[src/rtl/npc_trace_pkg.sv]
// Shared types for the commit trace path: the per-instruction commit record
// and the ebreak encoding that stops simulation.
package npc_trace_pkg;

   localparam logic [31:0] INST_EBREAK = 32'h0010_0073;

   typedef struct packed {
      logic [63:0] pc;
      logic [31:0] inst;
      logic [4:0]  rd;
      logic        wen;
      logic [63:0] wdata;
      logic        skip;
      logic [63:0] seq;
   } commit_rec_t;

   localparam int REC_W = $bits(commit_rec_t);

endpackage

[src/rtl/sync_fifo.sv]
// Single-clock FIFO with extra-MSB pointers; the head entry is read
// combinationally so a record is visible the cycle after it is written.
module sync_fifo #(
   parameter int WIDTH = 8,
   parameter int DEPTH = 4
) (
   input  logic             clock,
   input  logic             reset_n,
   input  logic             push_en,
   input  logic [WIDTH-1:0] push_data,
   output logic             full,
   input  logic             pop_en,
   output logic             empty,
   output logic [WIDTH-1:0] head_data
);

   localparam int AW = $clog2(DEPTH);

   logic [AW:0]      wr_ptr_reg;
   logic [AW:0]      rd_ptr_reg;
   logic [WIDTH-1:0] mem [DEPTH];
   logic             do_push;
   logic             do_pop;

   assign empty   = (wr_ptr_reg == rd_ptr_reg);
   assign full    = (wr_ptr_reg[AW-1:0] == rd_ptr_reg[AW-1:0]) &&
                    (wr_ptr_reg[AW] != rd_ptr_reg[AW]);
   assign do_push = push_en && !full;
   assign do_pop  = pop_en && !empty;

   always_ff @(posedge clock or negedge reset_n) begin
      if (!reset_n) begin
         wr_ptr_reg <= '0;
         rd_ptr_reg <= '0;
      end else begin
         if (do_push) wr_ptr_reg <= wr_ptr_reg + (AW+1)'(1);
         if (do_pop)  rd_ptr_reg <= rd_ptr_reg + (AW+1)'(1);
      end
   end

   // Storage needs no reset: it is only observable through a non-empty head.
   always_ff @(posedge clock) begin
      if (do_push) mem[wr_ptr_reg[AW-1:0]] <= push_data;
   end

   assign head_data = empty ? '0 : mem[rd_ptr_reg[AW-1:0]];

endmodule

[src/rtl/commit_trace_queue.sv]
// Queues retired instructions for the DPI trace bridge, tagging each with a
// retire sequence number, halting on ebreak and flagging a retire hang.
module commit_trace_queue
   import npc_trace_pkg::*;
#(
   parameter int          DEPTH   = 4,
   parameter int unsigned TIMEOUT = 10000
) (
   input  logic        clock,
   input  logic        reset_n,
   input  logic        wb_valid,
   output logic        wb_ready,
   input  logic [63:0] wb_pc,
   input  logic [31:0] wb_inst,
   input  logic [4:0]  wb_rd,
   input  logic        wb_wen,
   input  logic [63:0] wb_wdata,
   input  logic        wb_skip,
   output logic        out_valid,
   input  logic        out_ready,
   output logic [63:0] out_pc,
   output logic [31:0] out_inst,
   output logic [4:0]  out_rd,
   output logic        out_wen,
   output logic [63:0] out_wdata,
   output logic        out_skip,
   output logic [63:0] out_seq,
   output logic [63:0] instret,
   output logic        halt,
   output logic        hang
);

   localparam logic [31:0] TIMEOUT_W = 32'(TIMEOUT);

   commit_rec_t push_rec;
   commit_rec_t head_rec;
   logic        fifo_full;
   logic        fifo_empty;
   logic        accept;
   logic [63:0] instret_reg;
   logic        halt_reg;
   logic        hang_reg;
   logic [31:0] idle_reg;
   logic [31:0] idle_next;

   // Ready depends only on registered state, never on out_ready.
   assign wb_ready = !fifo_full && !halt_reg;
   assign accept   = wb_valid && wb_ready;

   always_comb begin
      push_rec       = '0;
      push_rec.pc    = wb_pc;
      push_rec.inst  = wb_inst;
      push_rec.rd    = wb_rd;
      push_rec.wen   = wb_wen;
      push_rec.wdata = wb_wdata;
      push_rec.skip  = wb_skip;
      push_rec.seq   = instret_reg;
   end

   sync_fifo #(
      .WIDTH (REC_W),
      .DEPTH (DEPTH)
   ) u_fifo (
      .clock     (clock),
      .reset_n   (reset_n),
      .push_en   (accept),
      .push_data (push_rec),
      .full      (fifo_full),
      .pop_en    (out_ready),
      .empty     (fifo_empty),
      .head_data (head_rec)
   );

   // Idle counter freezes once halted and saturates at the timeout.
   always_comb begin
      idle_next = idle_reg;
      if (accept)
         idle_next = '0;
      else if (!halt_reg && idle_reg < TIMEOUT_W)
         idle_next = idle_reg + 32'd1;
   end

   always_ff @(posedge clock or negedge reset_n) begin
      if (!reset_n) begin
         instret_reg <= '0;
         halt_reg    <= 1'b0;
         hang_reg    <= 1'b0;
         idle_reg    <= '0;
      end else begin
         if (accept) instret_reg <= instret_reg + 64'd1;
         if (accept && wb_inst == INST_EBREAK) halt_reg <= 1'b1;
         if (idle_next >= TIMEOUT_W) hang_reg <= 1'b1;
         idle_reg <= idle_next;
      end
   end

   assign out_valid = !fifo_empty;
   assign out_pc    = head_rec.pc;
   assign out_inst  = head_rec.inst;
   assign out_rd    = head_rec.rd;
   assign out_wen   = head_rec.wen;
   assign out_wdata = head_rec.wdata;
   assign out_skip  = head_rec.skip;
   assign out_seq   = head_rec.seq;
   assign instret   = instret_reg;
   assign halt      = halt_reg;
   assign hang      = hang_reg;

endmodule

[config.mk]
export PLATFORM = sky130hd
export DESIGN_NAME = commit_trace_queue
export DESIGN_NICKNAME = d
export VERILOG_FILES = /design/src/rtl/npc_trace_pkg.sv /design/src/rtl/sync_fifo.sv /design/src/rtl/commit_trace_queue.sv
export SDC_FILE = /design/constraint.sdc
export NUM_CORES = 1
export LEC_CHECK = 0
export ABC_AREA = 1
export BUFFER_PORTS_ARGS = -buffer_cell sky130_fd_sc_hd__buf_4
export CAP_MARGIN = 10
export CORE_MARGIN = 2
export CORE_UTILIZATION = 59
export DETAILED_ROUTE_END_ITERATION = 7
export PLACE_DENSITY = 0.83
export RECOVER_POWER = 25
export SYNTH_ARGS = -nofsm -noshare
export SYNTH_HDL_FRONTEND = slang
export SYNTH_SLANG_ARGS = --single-unit
export TNS_END_PERCENT = 50
[constraint.sdc]
create_clock -name clock -period 12.83 [get_ports clock]
set_clock_uncertainty 0.2 [all_clocks]
set_input_delay 2.566 -clock clock [delete_from_list [all_inputs] [get_ports clock]]
set_output_delay 2.566 -clock clock [all_outputs]
set_load 0.03 [all_outputs]
* Word-level counts from Yosys, hierarchy flattened
Memories as Yosys holds them, arrays and structs flattened.
Index checks and enable logic that the tools add are counted.
** Cells by class
- $mul :: 0
- Divide/modulo/power cells :: 0
- Shift operators :: 0
- Magnitude comparators :: 2
- Add/subtract/negate cells :: 4
- Bitwise gates (word level) :: 0
- Eq/ne operators :: 4
- Muxes and demuxes :: 5
- Reduce and logical (&&, ||, !) cells :: 10
** Operator list (number)
- $mux W231 :: 1
- $add A64 B1 Y64 const B :: 1
- $mux W32 :: 2
- $add A32 B1 Y32 const B :: 1
- $eq A32 B21 Y1 const B :: 1
- $ge A32 B14 Y1 const B :: 1
- $lt A32 B14 Y1 const B :: 1
- $logic_and A1 B1 Y1 :: 7
- $add A3 B1 Y3 const B :: 2
- $eq A3 B3 Y1 :: 1
- $logic_not A1 Y1 :: 3
- $eq A2 B2 Y1 :: 1
- $mux W1 :: 2
- $ne A1 B1 Y1 :: 1
** Storage, ports and cells
- Output and inout bits :: 299
- RAM bits :: 924
- Memories :: 1
- Word-level logic and storage cells :: 32
- Bits in latches :: 0
- Bits of input ports :: 171
- ROM bits :: 0
- Flip-flop bits (word level) :: 104
** Memory list
- u_fifo.mem :: depth 4, width 231, read ports 1, clocked after memory_dff 0, write ports 1, line sync_fifo.sv:21 : logic [WIDTH-1:0] mem [DEPTH];

* Depth between registers and ports, before layout
Gate-level depths: netlist (run 1).
- Depth in word-level cells :: 8
- Depth in mapped cells :: 14
- Mapped depth without buffers :: 14

* Cells and area by module
A second synthesis (run 1) with hierarchy kept.
** Second synthesis, totals
- Cell total of the unflattened synthesis :: 3746
- Area, all modules :: 42519.5 um2
** Modules (own cells, without submodules)
- sync_fifo :: area each 36856.6 um2, cells each 3017, seq. area each 27896.8 um2, times used 1
- commit_trace_queue :: area each 5662.9 um2, cells each 729, seq. area each 2452.4 um2, times used 1

* Worst setup path after synthesis (run 1)
OpenSTA, ideal clock, no wires.
- Kind :: input to register
- Start :: input wb_valid
- End :: memory u_fifo.mem[0][0] (netlist bit) (enable)
- Stages on the path :: 4
- Slack :: -0.812 ns
- Data arrival time :: 12.616 ns
- Data required time :: 11.804 ns
- Library setup time :: 0.826 ns
- Path through :: nand3_4 -> buf_2 -> buf_2 -> nor2_1
** On the way
- Word-level cells in the longest chain between the ends :: 4
** RTL lines
- start, declared :: line commit_trace_queue.sv:11 : input logic wb_valid,
- $logic_and A1 B1 Y1 :: line commit_trace_queue.sv:48 : assign accept = wb_valid && wb_ready;
- $logic_and A1 B1 Y1 :: line sync_fifo.sv:28 : assign do_push = push_en && !full;
- $mux W1 :: line sync_fifo.sv:43 : if (do_push) mem[wr_ptr_reg[AW-1:0]] <= push_data;
- $mux W1 (implied by the code) :: line sync_fifo.sv:43
- end, declared :: line sync_fifo.sv:21
Every way passes these cells.

* Worst setup path after layout (run 1)
- Start :: register u_fifo.rd_ptr_reg[0]
- End :: output out_inst[26]
** On the way
- Word-level cells in the longest chain between the ends :: 2
- Elaborated cells between the ends (all ways) :: 3
** RTL lines
- start, declared :: line sync_fifo.sv:20 : logic [AW:0] rd_ptr_reg;
- start signal, assigned :: line sync_fifo.sv:37 : if (do_pop) rd_ptr_reg <= rd_ptr_reg + (AW+1)'(1);
- $mem_v2 Z4 W231 or $eq A3 B3 Y1 (tied branches)
- $mux W231 * :: line sync_fifo.sv:46 : assign head_data = empty ? '0 : mem[rd_ptr_reg[AW-1:0]];
- end, declared :: line commit_trace_queue.sv:22 : output logic [31:0] out_inst,
Every way passes the cells marked *; elsewhere a longest branch is shown, timed or not.

==> Implementation_results.wiki, run 1 <==
{| class="wikitable"
! Metric !! Value
|-
| Transition time of the tightest slew-check pin || 1.166 ns
|-
| Final max-slew violation count || 0
|-
| Synthesis Warnings || 0
|-
| Critical path buffers and inverters || 4
|-
| Tightest slew margin relative to the limit || 0.2203
|-
| Cell repeated most along the worst path || sky130_fd_sc_hd__buf_4
|-
| Final setup violation count || 0
|-
| H-tree levels || 3
|-
| Number of standard-cell rows in the floorplan || 98
|-
| Outcome || complete, no violations
|-
| Std-Cell Core Area || 71,240 um2
|-
| Total I/O pin count || 470
|-
| Net Sw Frac || 0.3948
|-
| # clock sinks || 1,028
|-
| Share of synthesized area spent on multiplexers || 0
|-
| Pre-CTS setup slack || 6.205 ns
|-
| Sequential-to-total area share from yosys stat || 0.7185
|-
| Clock network latency to the later pin of the worst-skew pair || 0.66 ns
|-
| Global-route wire length before repair || 156,700 um
|-
| Post-detailed-route via-to-cell ratio || 5.831
|-
| Net count of the finished layout || 4,141
|-
| Peak per-stage delay on the critical path || 0.99 ns
|-
| TritonCTS clock tree || done
|-
| Critical path fanouts, max || 115
|-
| Unrepaired setup endpoints after global routing || no
|-
| Initial antenna violation count || 11
|-
| Syn Inst Count || 3,552
|-
| Final-layout setup total negative slack || 0 ns
|-
| Clock network power share || 0.261
|-
| Fill cell total of the finished layout || 4,721
|-
| Crit path max-delay family || buffers and inverters
|-
| Power density over the cells || 222.5 nW/um2
|-
| Final RePlAce weighted congestion || 0.9801
|-
| Die X-Extent || 271.6 um
|-
| DRC violations left || 0
|-
| Detailed Route Iter0 Violations || 3,193
|-
| Critical Path RT || 10.06 ns
|-
| Number of flip-flops in the largest register || 924
|-
| Simple-gate share of the synthesized area || 0.1364
|-
| Synth top area cells || sky130_fd_sc_hd__edfxtp_1 (66%), sky130_fd_sc_hd__nor2_1 (7.1%), sky130_fd_sc_hd__dfrtp_1 (6.2%)
|-
| Mapped Nets || 3,730
|-
| Hold Fails Final Rpt || 0
|-
| Xor and xnor area share after synthesis || 0.01431
|-
| Fraction of registers with async set or reset after synthesis || 0.1012
|-
| Area of the multi-input gates || 9841 um2
|-
| Placed instance count || 4,811
|-
| Detailed-route via count || 29,240
|-
| Share of the synthesized area in compound gates (AO/OA/AOI/OAI) || 0.07927
|-
| Pin count of the biggest net entering global routing || 192
|-
| Number of hold-repair buffers added at the cts stage || 0
|-
| Count of placed standard cells in the final layout, fillers left out || 5,014
|-
| Final period demand of the worst path || 7.460 ns
|-
| Number of enable-type register cells in the synthesized netlist || 924
|-
| Number of global-route vias before repair || 28,200
|-
| Total area of sequential cells || 30,360 um2
|-
| Leakage power || 19.59 nW
|-
| Largest voltage drop on the vdd net || 0.2090 mV
|-
| Peak Freq || 134.0 MHz
|-
| Largest family of logic cells by synthesized area || simple AND/OR/NAND/NOR gates
|-
| Share of the cycle needed by the critical path after routing || 0.5814
|-
| Detailed-routing iteration count for the pre-antenna-repair pass || 7
|-
| Commonest register cell after synthesis || sky130_fd_sc_hd__edfxtp_1
|-
| Worst Slack Setup Final || 5.370 ns
|-
| Share of total power in sequential cells || 0.338
|-
| All-layer global routing usage || 0.2731
|-
| Sum of overflow across all layers after global routing || 0
|-
| Clock tree root buffer cell || sky130_fd_sc_hd__clkbuf_16
|-
| Die Height || 271.6 um
|-
| Critical Path Sink Type || output pin
|-
| Initial standard-cell utilization of the core || 0.5929
|-
| Post-synthesis instance area || 42,240 um2
|-
| Number of buffers inserted during clock tree synthesis || 100
|-
| Cell Int Power || 0.006650 W
|-
| Final core utilization || 0.6932
|-
| Fraction of final layout cells with drive strength greater than 1 || 0.1467
|-
| Standard cell with the maximum stage delay on the critical path || sky130_fd_sc_hd__buf_4
|-
| Number of gates resized after cts || 0
|-
| Growth of design area from synthesis to finish || 16.92%
|-
| Clock transition at path regs || 0.06 ns
|-
| Routed length per instance || 20.77 um
|-
| CP startpoint kind || flip-flop
|-
| Max-Cap Viols || 0
|-
| Die area || 73,750 um2
|-
| Final HPWL DP || 61,820 um
|-
| Arrival time at the worst endpoint || 4.69 ns
|-
| Adder-cell area share of the yosys netlist || 0.002074
|-
| Maximum buffer depth of the clock tree || 3
|-
| Avg Inst Size Synth || 11.89 um2
|-
| Distinct cells, synth || 39
|-
| #FFs+latches synth || 1,028
|-
| Path type of the worst min-delay path || flip-flop to flip-flop
|-
| Series of cell instances along the critical path || buf_4 -> buf_4 -> nor2_1 -> o32ai_1 -> nand2_1 -> inv_1 -> buf_4
|-
| Count of port buffers added during placement || 469
|-
| Total wire length after detailed routing || 104,100 um
|-
| Crit Path Category || flip-flop to output pin
|-
| Total setup buffers inserted after CTS || 0
|-
| Comb pwr share || 0.401
|-
| Dominant cell type by area after synthesis || sky130_fd_sc_hd__edfxtp_1
|-
| Share of Yosys cell area claimed by the top area cell type || 0.6569
|-
| Antenna-violating nets left || 0
|-
| P_sw || 0.004337 W
|}
==> synth_stat cells (all sizes together), types with 3 or more instances <==
master	instances
clkbuf	123
ha	7
nand2	450
xnor2	19
nand4	25
dfrtp	104
nor4	17
a21oi	3
nand3	66
edfxtp	924
inv	346
nor2	806
xor2	50
nor3	41
buf	68
nand3b	8
o21ai	254
o32ai	231
==> power groups by stage <==
stage | Combinational (W) | Sequential, W | Clock [W]
4_1_cts | 0.00441 | 0.00371 | 0.00290
6_report | 0.00440 | 0.00372 | 0.00287
2_1_floorplan | 0.00290 | 0.00371 | 0
3_3_place_gp | 0.00426 | 0.00378 | 0
5_1_grt | 0.00468 | 0.00372 | 0.00304
3_5_place_dp | 0.00436 | 0.00378 | 0
==> layout by cell type, fill, tap and decap left out, drive strengths merged, types with 3 or more instances in the layout <==
cell type	n
nor4	17
nand3b	8
nand3	66
o21ai	254
inv	350
ha	7
buf	409
diode	15
bufinv	9
xnor2	19
nand4	25
nand2	450
a21oi	3
nor3	41
xor2	50
clkbuf	218
o32ai	231
edfxtp	924
dfrtp	104
nor2	806
clkinv	46
==> layout make-up <==
| cell class | count | share of cell area |
|---|---|---|
| Antenna cell | 15 | 0.0007601 |
| Timing Repair Buffer | 500 | 0.06960 |
| Clock buffer | 127 | 0.05315 |
| Clock inverter | 61 | 0.01201 |
| Sequential cell | 1028 | 0.6147 |
| Tap cell | 950 | 0.02407 |
| Inverter | 346 | 0.02645 |
| Multi-Input combinational cell | 1987 | 0.1993 |
==> logic make-up (layout without fill, tap and decap cells) <==
group                    count (synthesis)  count (layout)
AO/OA/AOI/OAI                          493             493
flip-flops                            1028            1028
adder cells (fa/ha/maj)                  7               7
other                                    0              15
buffers and inverters                  537            1034
XOR/XNOR                                69              69
AND/OR/NAND/NOR                       1418            1418
==> final timing paths <==
| kind | slack, ns | from | end | cells after the start |
|---|---|---|---|---|
| setup / recovery | 5.37 | u_fifo.rd_ptr_reg[0] | out_inst[26] | 7 |
| hold / removal | 0.29 | u_fifo.wr_ptr_reg[2] | u_fifo.wr_ptr_reg[2] | 1 |
| setup reg to reg | 7.65 | u_fifo.rd_ptr_reg[1] | u_fifo.mem[2][170] | 7 |
| hold reg to reg | 0.29 | u_fifo.wr_ptr_reg[2] | u_fifo.wr_ptr_reg[2] | 1 |
| max in group asynchronous | 9.38 | reset_n | u_fifo.rd_ptr_reg[0] | 2 |
| min in group asynchronous | 1.69 | reset_n | instret[54] | 1 |
==> per-stage QoR <==
| step | hold WS, ns | total power [W] | cell area, um2 |
|---|---|---|---|
| 4_1_cts | 0.2904 | 0.01103 | 49690 |
| 6_report | 0.2889 | 0.01099 | 49380 |
| 3_5_place_dp | 0.2791 | 0.008146 | 46470 |
| 3_3_place_gp | 0.2719 | 0.008043 | 46470 |
| 2_1_floorplan | 0.2550 | 0.006609 | 42240 |
| 5_1_grt | 0.3171 | 0.01144 | 49370 |
==> metal layers <==
layer / share of wire / vias to the layer above / track usage
met5: 0.00012 / - / 0
met2: 0.50 / 1342 / 0.4618
met4: 0.041 / 2 / 0.1213
met3: 0.076 / 273 / 0.04670
li1: - / 13220 / -
met1: 0.38 / 14400 / 0.3493
Power figures use the tool's default switching activity.
==> run 2: changes to the inputs <==
- clock period: 12.83 -> 7.1 ns (I/O delays scaled with it)
==> run 2 against run 1 <==
Final cell count about the same. Sequential share of layout area is 0.27 points lower. First-iteration DRC count down 7.3%. Cell area up 0.45%. Critical path depth did not move. Die area stayed put. Total power up 81%. Largest power group unchanged.
==> Implementation_results.wiki, run 2 (same netlist as run 1, synthesis figures left out) <==
{| class="wikitable"
! Metric !! Value
|-
| Clock network latency to the later pin of the worst-skew pair || 0.65 ns
|-
| Number of hold-repair buffers added at the cts stage || 0
|-
| All-layer global routing usage || 0.2679
|-
| Critical path fanouts, max || 77
|-
| Pin count of the biggest net entering global routing || 191
|-
| Number of global-route vias before repair || 27,850
|-
| Leakage power || 19.68 nW
|-
| R2R Path End || u_fifo.mem[0][197]
|-
| Die area || 73,750 um2
|-
| Antenna-violating nets left || 0
|-
| Area of the multi-input gates || 9841 um2
|-
| Detailed-routing iteration count for the pre-antenna-repair pass || 5
|-
| Final RePlAce weighted congestion || 0.9653
|-
| Worst hold start || u_fifo.wr_ptr_reg[2]
|-
| Clock tree root buffer cell || sky130_fd_sc_hd__clkbuf_16
|-
| Total setup buffers inserted after CTS || 0
|-
| Total I/O pin count || 470
|-
| TritonCTS clock tree || done
|-
| Maximum buffer depth of the clock tree || 3
|-
| Die Height || 271.6 um
|-
| Register-to-register path setup slack || 3.30 ns
|-
| Routed length per instance || 20.08 um
|-
| # clock sinks || 1,028
|-
| Fill cell total of the finished layout || 4,736
|-
| Tightest slew margin relative to the limit || 0.2196
|-
| Peak Freq || 184.0 MHz
|-
| Outcome || complete, no violations
|-
| Number of standard-cell rows in the floorplan || 98
|-
| H-tree levels || 3
|-
| Worst Hold Depth || 1
|-
| Die X-Extent || 271.6 um
|-
| Critical Path Sink Type || output pin
|-
| Number of flip-flops in the largest register || 924
|-
| Power density over the cells || 400.3 nW/um2
|-
| Unrepaired setup endpoints after global routing || no
|-
| Initial antenna violation count || 13
|-
| Detailed Route Iter0 Violations || 2,960
|-
| Detailed-route via count || 28,830
|-
| Final standard cell area without fillers || 49,610 um2
|-
| Global-route wire length before repair || 153,400 um
|-
| Arrival time at the worst endpoint || 3.82 ns
|-
| Growth of design area from synthesis to finish || 17.44%
|-
| Most frequent cells in the layout || sky130_fd_sc_hd__edfxtp_1 (924), sky130_fd_sc_hd__nor2_1 (794), sky130_fd_sc_hd__nand2_1 (445)
|-
| Post-detailed-route via-to-cell ratio || 5.749
|-
| Net count of the finished layout || 4,146
|-
| Fraction of final layout cells with drive strength greater than 1 || 0.1484
|-
| Total area of sequential cells || 30,360 um2
|-
| Final period demand of the worst path || 5.436 ns
|-
| Worst-case hold slack || 0.2915 ns
|-
| Number of cells on the worst reg-to-reg path || 8
|-
| Critical Path RT || 5.48 ns
|-
| Transition time of the tightest slew-check pin || 1.171 ns
|-
| Share of the cycle needed by the critical path after routing || 0.7656
|-
| Crit Path Category || flip-flop to output pin
|-
| Largest voltage drop on the vdd net || 0.3531 mV
|-
| DRC violations left || 0
|-
| Initial standard-cell utilization of the core || 0.5929
|-
| Pre-CTS setup slack || 2.397 ns
|-
| Sum of overflow across all layers after global routing || 0
|-
| Total wire length after detailed routing || 100,700 um
|-
| Final setup violation count || 0
|-
| Count of port buffers added during placement || 469
|-
| Final HPWL DP || 59,840 um
|-
| CP startpoint kind || flip-flop
|-
| Clock transition at path regs || 0.06 ns
|-
| Std-Cell Core Area || 71,240 um2
|-
| Most common cell after layout, fill and taps aside || sky130_fd_sc_hd__edfxtp_1
|-
| Path type of the worst min-delay path || flip-flop to flip-flop
|-
| Hold Fails Final Rpt || 0
|-
| Placed instance count || 4,814
|-
| Critical register-to-register path startpoint || u_fifo.rd_ptr_reg[1]
|-
| Count of placed standard cells in the final layout, fillers left out || 5,015
|-
| Worst Slack Setup Final || 1.664 ns
|-
| Final max-slew violation count || 0
|-
| Number of buffers inserted during clock tree synthesis || 101
|-
| Placed instance area || 46,620 um2
|-
| Hold path endpoint || u_fifo.wr_ptr_reg[2]
|-
| Number of gates resized after cts || 0
|-
| Max-Cap Viols || 0
|}
==> run 2: cell types whose count changed in the layout (fill, tap and decap cells not counted), sizes merged <==
cell | before | now
bufinv | 9 | 11
clkinv | 46 | 44
clkbuf | 218 | 219
==> run 2: final cells by class <==
type                            count  area share
Multi-Input combinational cell   1987      0.1984
Antenna cell                       15   0.0007567
Clock inverter                     61     0.01339
Inverter                          346     0.02633
Tap cell                          950     0.02396
Clock buffer                      124     0.05269
Sequential cell                  1028      0.6120
Timing Repair Buffer              504     0.07252
==> run 2: worst max-delay path, stage by stage, from the launching register on <==
cell and delay, ns:
sky130_fd_sc_hd__dfrtp_4 0.73, sky130_fd_sc_hd__buf_4 0.69, sky130_fd_sc_hd__buf_4 0.69, sky130_fd_sc_hd__nor2_1 0.11
sky130_fd_sc_hd__o32ai_1 0.47, sky130_fd_sc_hd__nand2_1 0.09, sky130_fd_sc_hd__inv_1 0.08, sky130_fd_sc_hd__buf_4 0.16
==> run 2: how the worst max path moves through the flow <==
stage	startpoint	end	depth (start not counted)
2_1_floorplan	wb_valid	u_fifo.mem[0][0]	4
3_3_place_gp	u_fifo.rd_ptr_reg[0]	out_seq[49]	7
3_5_place_dp	u_fifo.rd_ptr_reg[1]	out_inst[31]	6
4_1_cts	u_fifo.rd_ptr_reg[1]	out_inst[26]	6
5_1_grt	u_fifo.rd_ptr_reg[0]	out_seq[50]	7
6_report	u_fifo.rd_ptr_reg[0]	out_seq[50]	7
==> run 2: power breakdown <==
group | switching (W) | internal, W | total, W
registers | 0.0000818 | 0.00658 | 0.00666
logic | 0.00543 | 0.00252 | 0.00794
clock network | 0.00222 | 0.00303 | 0.00525
==> run 2: through the flow <==
stage | utilization | setup TNS, ns | power, W
after floorplan | - | -1340.82 | 0.01194
after global placement | 0.6544 | 0 | 0.01452
after detailed placement | 0.6544 | 0 | 0.01467
after CTS | 0.7004 | 0 | 0.01994
after global routing | 0.6960 | 0 | 0.02073
final | 0.6963 | 0 | 0.01985
==> run 2: metal layers <==
layer  wire [um]  up-vias  track usage  part of all wire
li1            -    13240            -                 -
met1       37820    14050       0.3394              0.38
met2       50990     1284       0.4553              0.51
met3        7482      258      0.04724             0.074
met4        4346        6       0.1191             0.043
met5          43        -            0           0.00043
